===== src/rtl/sfm_fma_arbiter.sv =====
// Arbiter that shares one fixed-latency, non-stallable FMA between N_REQ requesters.
// In-flight ops are tagged with their issuer so each result can be routed back to it.
module sfm_fma_arbiter #(
  parameter int unsigned N_REQ   = 2,
  parameter int unsigned DATA_W  = 16,
  parameter int unsigned FMA_LAT = 3,
  parameter int unsigned OP_W    = 2
) (
  input  logic                    clk_i,
  input  logic                    rst_i,
  input  logic                    clear_i,
  input  logic [N_REQ-1:0]        req_valid_i,
  output logic [N_REQ-1:0]        req_ready_o,
  input  logic [N_REQ-1:0]        req_lock_i,
  input  logic [N_REQ*OP_W-1:0]   req_op_i,
  input  logic [N_REQ*DATA_W-1:0] req_a_i,
  input  logic [N_REQ*DATA_W-1:0] req_b_i,
  input  logic [N_REQ*DATA_W-1:0] req_c_i,
  output logic                    fma_valid_o,
  output logic [OP_W-1:0]         fma_op_o,
  output logic [DATA_W-1:0]       fma_a_o,
  output logic [DATA_W-1:0]       fma_b_o,
  output logic [DATA_W-1:0]       fma_c_o,
  input  logic                    fma_res_valid_i,
  input  logic [DATA_W-1:0]       fma_res_i,
  output logic [N_REQ-1:0]        res_valid_o,
  output logic [DATA_W-1:0]       res_o,
  output logic                    busy_o,
  output logic                    err_o
);

  localparam int unsigned IDW = (N_REQ > 1) ? $clog2(N_REQ) : 1;
  localparam int unsigned CW  = $clog2(FMA_LAT + 1);

  typedef enum logic {ST_UNLOCKED, ST_LOCKED} state_e;

  state_e                        state_q, state_d;
  logic [IDW-1:0]                owner_q, owner_d;
  logic [IDW-1:0]                rr_q, rr_d;
  logic [FMA_LAT-1:0]            vld_q, vld_d;
  logic [FMA_LAT-1:0][IDW-1:0]   id_q, id_d;
  logic [CW-1:0]                 ign_q, ign_d;
  logic                          err_q, err_d;

  logic [IDW-1:0] grant;
  logic           found;
  logic           issue;
  int unsigned    idx;
  logic           tail_vld;
  logic [IDW-1:0] tail_id;
  logic           ignore;
  logic           res_ok;
  logic           mismatch;

  // Grant: lock owner only while locked, otherwise round-robin from rr_q
  always_comb begin
    grant = '0;
    found = 1'b0;
    idx   = 0;
    if (state_q == ST_LOCKED) begin
      grant = owner_q;
      found = req_valid_i[owner_q];
    end else begin
      for (int unsigned k = 0; k < N_REQ; k++) begin
        idx = 32'(rr_q) + k;
        if (idx >= N_REQ) idx = idx - N_REQ;
        if (!found && req_valid_i[IDW'(idx)]) begin
          found = 1'b1;
          grant = IDW'(idx);
        end
      end
    end
  end

  // Reset gates issue so every output reads 0 while rst_i is high
  assign issue       = found && !clear_i && !rst_i;
  assign fma_valid_o = issue;
  assign req_ready_o = issue ? (N_REQ'(1) << grant) : '0;

  always_comb begin
    fma_op_o = '0;
    fma_a_o  = '0;
    fma_b_o  = '0;
    fma_c_o  = '0;
    for (int unsigned i = 0; i < N_REQ; i++) begin
      if (issue && (grant == IDW'(i))) begin
        fma_op_o = req_op_i[i*OP_W +: OP_W];
        fma_a_o  = req_a_i[i*DATA_W +: DATA_W];
        fma_b_o  = req_b_i[i*DATA_W +: DATA_W];
        fma_c_o  = req_c_i[i*DATA_W +: DATA_W];
      end
    end
  end

  assign tail_vld = vld_q[FMA_LAT-1];
  assign tail_id  = id_q[FMA_LAT-1];
  // After clear/reset the FMA may still emit results for flushed ops; mask them
  assign ignore   = clear_i || rst_i || (ign_q != '0);
  assign res_ok   = !ignore && fma_res_valid_i && tail_vld;
  assign mismatch = !ignore && (fma_res_valid_i != tail_vld);

  assign res_valid_o = res_ok ? (N_REQ'(1) << tail_id) : '0;
  assign res_o       = res_ok ? fma_res_i : '0;
  assign busy_o      = (|vld_q) || (state_q == ST_LOCKED);
  assign err_o       = err_q;

  always_comb begin
    state_d = state_q;
    owner_d = owner_q;
    rr_d    = rr_q;
    case (state_q)
      ST_UNLOCKED: begin
        if (issue) begin
          rr_d = (32'(grant) == N_REQ - 1) ? '0 : grant + IDW'(1);
          if (req_lock_i[grant]) begin
            state_d = ST_LOCKED;
            owner_d = grant;
          end
        end
      end
      ST_LOCKED: begin
        if (!req_lock_i[owner_q]) state_d = ST_UNLOCKED;
      end
      default: state_d = ST_UNLOCKED;
    endcase
    if (clear_i) begin
      state_d = ST_UNLOCKED;
      owner_d = '0;
      rr_d    = '0;
    end
  end

  always_comb begin
    vld_d    = '0;
    id_d     = id_q;
    vld_d[0] = issue;
    id_d[0]  = grant;
    for (int unsigned i = 1; i < FMA_LAT; i++) begin
      vld_d[i] = vld_q[i-1];
      id_d[i]  = id_q[i-1];
    end
    if (clear_i) vld_d = '0;

    ign_d = ign_q;
    if (clear_i)           ign_d = CW'(FMA_LAT);
    else if (ign_q != '0)  ign_d = ign_q - CW'(1);

    err_d = clear_i ? 1'b0 : (err_q || mismatch);
  end

  always_ff @(posedge clk_i or posedge rst_i) begin
    if (rst_i) begin
      state_q <= ST_UNLOCKED;
      owner_q <= '0;
      rr_q    <= '0;
      vld_q   <= '0;
      id_q    <= '0;
      ign_q   <= CW'(FMA_LAT);
      err_q   <= 1'b0;
    end else begin
      state_q <= state_d;
      owner_q <= owner_d;
      rr_q    <= rr_d;
      vld_q   <= vld_d;
      id_q    <= id_d;
      ign_q   <= ign_d;
      err_q   <= err_d;
    end
  end

endmodule

===== config.mk =====
export PLATFORM = sky130hd
export DESIGN_NAME = sfm_fma_arbiter
export DESIGN_NICKNAME = d
export VERILOG_FILES = /design/src/rtl/sfm_fma_arbiter.sv
export SDC_FILE = /design/constraint.sdc
export NUM_CORES = 1
export LEC_CHECK = 0
export ABC_CLOCK_PERIOD_IN_PS = 2200
export BUFFER_PORTS_ARGS = -buffer_cell sky130_fd_sc_hd__buf_2
export CORE_AREA = 3 3 76 78
export DETAILED_ROUTE_END_ITERATION = 10
export DIE_AREA = 0 0 79 81
export PLACE_DENSITY_LB_ADDON = 0.3
export SLEW_MARGIN = 20
export SYNTH_ARGS = -nofsm -noshare
export SYNTH_HDL_FRONTEND = slang
export SYNTH_SLANG_ARGS = --single-unit

===== constraint.sdc =====
create_clock -name clk_i -period 2.2 [get_ports clk_i]
set_input_delay 0.55 -clock clk_i [delete_from_list [all_inputs] [get_ports clk_i]]
set_output_delay 0.55 -clock clk_i [all_outputs]
set_load 0.03 [all_outputs]

Yosys cells after proc, flatten, opt, wreduce, memory -nomap -nowiden
Cells that the tools add are included.
- flip-flop bits (word level): 12
- input port bits: 124
- output and inout port bits: 73
- logic and storage cells: 98
- add/sub/neg operators: 5
- order comparisons: 6
- equality and inequality tests: 2
- shift-type cells: 2
- multiplexer cells: 49
- bitwise gates (word level): 2
- reductions and logical operators: 23
- operators by type and width (kind ; count):
    two-way mux 16 bit ; 7
    two-way mux 1 bit ; 34
    two-way mux 2 bit ; 6
    logical AND 1 bit ; 8
    less-than comparator 1 x 2 -> 1 bit, second input constant ; 4
    nonzero test 2 bit ; 4
    zero test 1 bit ; 4
    logical OR 1 bit ; 4
    left shift 1 x 1 -> 2 bit, first input constant ; 2
    two-way mux 3 bit ; 1
    AND reduction 3 bit ; 1
    OR reduction 3 bit ; 1
    adder 1 x 1 -> 2 bit, second input constant ; 1
    >= comparator 1 x 2 -> 1 bit, second input constant ; 1
    >= comparator 2 bit, second input constant ; 1
    inequality test 2 bit, second input constant ; 1
    NOT 1 bit ; 2
    case mux 1 bit (2 select lines) ; 1
    AND reduction 2 bit ; 1
    subtractor 1 bit, second input constant ; 2
    subtractor 2 x 1 -> 2 bit, second input constant ; 1
    adder 1 bit, second input constant ; 1
    inequality test 1 bit ; 1

Depth between registers and ports, before layout
- depth in word-level cells: 17
- depth in mapped cells: 7
- depth with buffers taken out: 5

Worst setup path after synthesis
Ideal clock, no wire load.
- path type: input -> output
- start point: input req_valid_i[0]
- end point: output fma_a_o[0]
- arrival: 1.736 ns
- data required time: 1.650 ns
- setup slack: -0.086 ns
- cell stages on the path: 7
- path buffers: 2
- path through: nor2b_1 -> o21a_1 -> buf_6 -> inv_6 -> buf_6 -> nand2_1 -> a21oi_1
- longest elaborated chain between the ends: 13
- elaborated cells between the ends (all ways): 22
- classes of those cells: 15 x mux; 1 x bitwise; 6 x reduce/logical
- RTL lines (what ; RTL line ; text):
    from (decl) ; 12 ; input logic [N_REQ-1:0] req_valid_i,
    two-way mux 1 bit (implied by the code) (2 in series) ; 67 ; if (!found && req_valid_i[IDW'(idx)]) begin
    two-way mux 1 bit ; 67 ;
    two-way mux 1 bit ; 60 ; if (state_q == ST_LOCKED) begin
    zero test 1 bit ; 67 ;
    logical AND 1 bit ; 67 ;
    two-way mux 1 bit ; 67 ;
    two-way mux 1 bit ; 60 ;
    logical AND 1 bit (2 in series) ; 76 ; assign issue = found && !clear_i && !rst_i;
    logical AND 1 bit ; 86 ; if (issue && (grant == IDW'(i))) begin
    two-way mux 16 bit ; 86 ;
    two-way mux 16 bit * ; 86 ;
    to (decl) ; 21 ; output logic [DATA_W-1:0] fma_a_o,
Every way passes the cells marked *; elsewhere a longest branch is shown, timed or not. The select of a mux whose other input is x is not followed.

Worst setup path after layout
- start point: register state_q
- end point: output fma_a_o[0]
- longest elaborated chain between the ends: 6
- elaborated cells between the ends (all ways): 9
- classes of those cells: 4 x mux; 1 x bitwise; 4 x reduce/logical
- RTL lines (what ; RTL line ; text):
    from (decl) ; 37 ; state_e state_q, state_d;
    from (signal assigned) ; 161 ; state_q <= state_d;
    two-way mux 1 bit ; 60 ;
    logical AND 1 bit (2 in series) ; 76 ;
    logical AND 1 bit ; 86 ;
    two-way mux 16 bit ; 86 ;
    two-way mux 16 bit * ; 86 ;
Every way passes the cells marked *; elsewhere a longest branch is shown, timed or not.

==> run summary <==
Top flip-flop cell by instance count after synthesis: sky130_fd_sc_hd__dfrtp_1. The checks that failed: negative setup slack. Time the final worst path needs with I/O delays and setup: 2.253 ns. For the via total after detailed routing, the log shows 2564. The library cell used most frequently in the layout, excluding fill and tap cells, is sky130_fd_sc_hd__buf_2.

The worst register-to-register path has a depth of 7. The synthesized design contains 0 enable-type register cells. The clock passes through at most 2 buffers. The delay of the slowest cell on the worst path was 0.44 ns. The post-layout instance area was 3553 um^2; the length of the first detailed-routing pass in iterations was 4. The run gives 1.203 mW as the total power.

The maximum number of pins on one net before global-route repair came out at 34. The number of hold buffers added after CTS was 0. In the routed design, unresolved DRC markers number 0. Global routing finished with a remaining overflow of 0.

The worst setup path is captured at a primary output. At the end of the flow, the number of nets in the layout was 580. When the netlist entered floorplanning its net count stood at 365.

The number of instances in the synthesized netlist was 240; the data arrival at the endpoint of the critical path was 1.70 ns. The internal power of the cells came out at 0.7392 mW. TritonCTS built the clock tree.

The worst hold path belongs to the class reg -> reg. The critical path ends at fma_a_o[0]. Across every metal layer, demand over resource in global routing totals 21.00%.

The number of global-route vias before repair was 2476; the final period utilization was 102.4%. The number of endpoints failing setup at the final stage is 35, and the worst path buffer plus inverter count is 3. In this run, synthesis produced a sequential element count of 12. For the worst-skew pair, the clock arrives at the later sink with an insertion delay of 0.24 ns. The share of total power dissipated in sequential elements is 21.1%.

Across all register-to-register paths, the minimum setup slack is 0.58 ns. Once layout is complete, the utilization of the core stands at 69.13%. Across the routed clock network, the largest skew measured is 0.003032 ns.

The tools report the start point of the critical path as state_q$_DFF_PP0_. Traced cell by cell, the critical path runs through nand2b_4 -> o21a_4 -> clkinv_8 -> buf_12 -> nand2_1 -> a21oi_2 -> buf_6. From left edge to right edge, the die measures 79 um. The number of distinct library cells after synthesis is 30, and the count of antenna-violating nets left after detailed routing is 0.

For the final max-slew violation count, the log shows 0. The last weighted congestion value of the routability-driven placer was 0.7559. Share of post-route cells with drive strength above 1: 71.15%.

Wires add up to 8.082 mm. Leaving out fill and tap cells, the most frequent cells in the layout are sky130_fd_sc_hd__buf_2, sky130_fd_sc_hd__nand2_1, sky130_fd_sc_hd__buf_6. CTS saw 12 sinks. The worst setup margin was -0.05350 ns; the number of primary I/O pins was 197. The run finished, with violations left.

IR analysis of the VDD net gives a maximum drop of 0.0002341 V. Clock tree synthesis inserted a total of 3 buffers. The cell type group with the largest total delay on the critical path was flip-flops.

At the worst endpoint, the required time is 1.65 ns. The leakage power summed over all cells is 1.851 nW. After clock tree synthesis, the clock-pin slew on the worst setup and hold paths is 0.05 ns. The logs give 0 for the number of antenna violations at the first check in global routing and 443.8 MHz for the upper clock frequency limit. In this run, the clock network consumes 19.8% of the power. At the pin with the least slew margin, the transition time is 0.4776 ns. The tightest slew margin relative to the limit is 67.87%. The area enclosed by the die boundary is 6399 um^2. The net switching power figure was 0.4636 mW; the die boundary height was 81 um. Effective utilization at floorplan: 27.90%. The number of input and output port buffers inserted came out at 196. Along the worst path, the maximum fanout reaches 10.

The startpoint of the most critical register-to-register path was state_q$_DFF_PP0_. The share of flip-flops with an asynchronous set or reset after synthesis is 100.0%. A synthesized cell averages 5.974 um^2. The tools report the number of hold violations in the final report as 0.

The total inserted antenna cells was 0; the area of placed instances was 2750 um^2. The vias per cell is 4.893, and the proportion of power drawn by combinational gates is 59.1%. The detailed router finished its first iteration with 86 violations. STA classifies the critical path startpoint as a flip-flop. The total area inside the core boundary comes to 5140 um^2.

The yosys synthesis warning count was 0. In the final routed layout, each cell accounts on average for 15.42 um. The floorplan has 26 rows. Once detailed placement completed, the half-perimeter wirelength came to 5.053 mm.

The filler cells instantiated in the layout total 392. The tools report the root cell of the clock tree as sky130_fd_sc_hd__clkbuf_8. The synthesized netlist occupies a cell area of 1434 um^2. The cell with the biggest individual delay on the critical path was sky130_fd_sc_hd__dfrtp_2. The total number of cells along the worst setup path was 7. In this run switching power makes up 38.54% of total power. The setup path with the least slack is of type reg -> out. The tools report the sequential-to-total area share from yosys stat as 21.12%.

Compared with the post-synthesis result, the final layout area differs by 147.8%. Number of maximum-capacitance violations: 0. Wire length of the first global-routing pass: 10.95 mm.

The tools report the endpoint of the most critical register-to-register path as state_q$_DFF_PP0_. In the final timing run, aggregate negative setup slack is -0.7803 ns. Setup repair after global routing could not meet its margin everywhere.

The power per cell area is 338.5 nW/um^2, and the H-tree level count is 1.
[worst min path at each step]
stage | from | endpoint | slack, ns | cells after the start
6_report | id_d[1]$_DFF_PP0_ | id_d[2]$_DFF_PP0_ | 0.35 | 0
5_1_grt | id_d[1]$_DFF_PP0_ | id_d[2]$_DFF_PP0_ | 0.38 | 0
4_1_cts | id_d[1]$_DFF_PP0_ | id_d[2]$_DFF_PP0_ | 0.35 | 0
3_5_place_dp | id_d[1]$_DFF_PP0_ | id_d[2]$_DFF_PP0_ | 0.34 | 0
3_3_place_gp | id_d[2]$_DFF_PP0_ | tail_id$_DFF_PP0_ | 0.33 | 0
2_1_floorplan | id_d[1]$_DFF_PP0_ | id_d[2]$_DFF_PP0_ | 0.33 | 0
[area by class of cell]
cell class | instances | area [um^2] | share of cell area, %
flip-flops and latches | 12 | 304.0 | 8.556
inverters | 7 | 38.79 | 1.092
multi-input cells | 202 | 1292 | 36.37
well taps | 70 | 87.58 | 2.465
clock buffers | 4 | 55.05 | 1.549
repair buffers | 229 | 1775 | 49.96
[repair_timing]
item / in CTS / in global routing
setup endpoints to repair: 70 / 70
pin swaps: 4 / 31
setup buffers: 6 / 3
resized for setup: 125 / 45
gates cloned: 3 / 6
[per-layer routing]
layer | wire (um) | GRT usage [%] | vias to the layer above
met5 | 0 | 0 | -
met2 | 4316 | 41.75 | 162
li1 | - | - | 1207
met3 | 724 | 5.322 | 16
met4 | 146 | 4.639 | 0
met1 | 2894 | 22.04 | 1179
[worst reg2reg max path, cell delays in order, from the launching register on]
cell and delay (ns):
sky130_fd_sc_hd__dfrtp_2 0.44, sky130_fd_sc_hd__nand2b_4 0.15, sky130_fd_sc_hd__o21a_4 0.23, sky130_fd_sc_hd__buf_4 0.15
sky130_fd_sc_hd__buf_6 0.14, sky130_fd_sc_hd__buf_4 0.14, sky130_fd_sc_hd__mux2i_1 0.11, sky130_fd_sc_hd__nor3_1 0.17
[logic make-up (layout without fill, tap and decap cells)]
| logic type | Yosys count | after routing | share of synthesized area, % |
|---|---|---|---|
| flops | 12 | 12 | 21.12 |
| xor+xnor | 2 | 2 | 1.222 |
| compound gates | 59 | 59 | 22.34 |
| simple gates | 137 | 137 | 40.93 |
| mux | 3 | 3 | 2.182 |
| fa+ha+maj | 1 | 1 | 0.8725 |
| buf+inv | 26 | 240 | 11.34 |
[power groups by stage]
stage	sequential, mW	combinational (mW)	clock, mW
2_1_floorplan	0.255	0.319	0
3_3_place_gp	0.255	0.517	0
3_5_place_dp	0.257	0.528	0
4_1_cts	0.253	0.638	0.243
5_1_grt	0.255	0.765	0.258
6_report	0.253	0.711	0.239
[synth_stat cells, types with 4 or more instances]
cell type                 number  area, um^2
sky130_fd_sc_hd__inv_1         6       22.52
sky130_fd_sc_hd__nand2_1     102       382.9
sky130_fd_sc_hd__a21oi_1      52       260.3
sky130_fd_sc_hd__buf_6         6       67.56
sky130_fd_sc_hd__nor2b_1       4       25.02
sky130_fd_sc_hd__and2_1       17       106.4
sky130_fd_sc_hd__buf_2        11       55.05
sky130_fd_sc_hd__nor2_1        7       26.28
sky130_fd_sc_hd__dfrtp_1      10       250.2
[through the flow]
stage	hold slack, ns	worst slack, ns	instances
final	0.3476	-0.05350	524
after global routing	0.3754	-0.1079	524
after CTS	0.3521	-0.04159	516
after detailed placement	0.3410	-0.06643	503
after global placement	0.3321	-0.06598	503
after floorplan	0.3312	0.03117	240
[registers in the layout, summed over array words and instances (netlist names)]
register and flops:
state_q 1, ign_q 2, owner_q 1, tail_id 1, id_d 2, vld_q 3
rr_q 1, err_o 1
(Power assumes the default switching activity.)
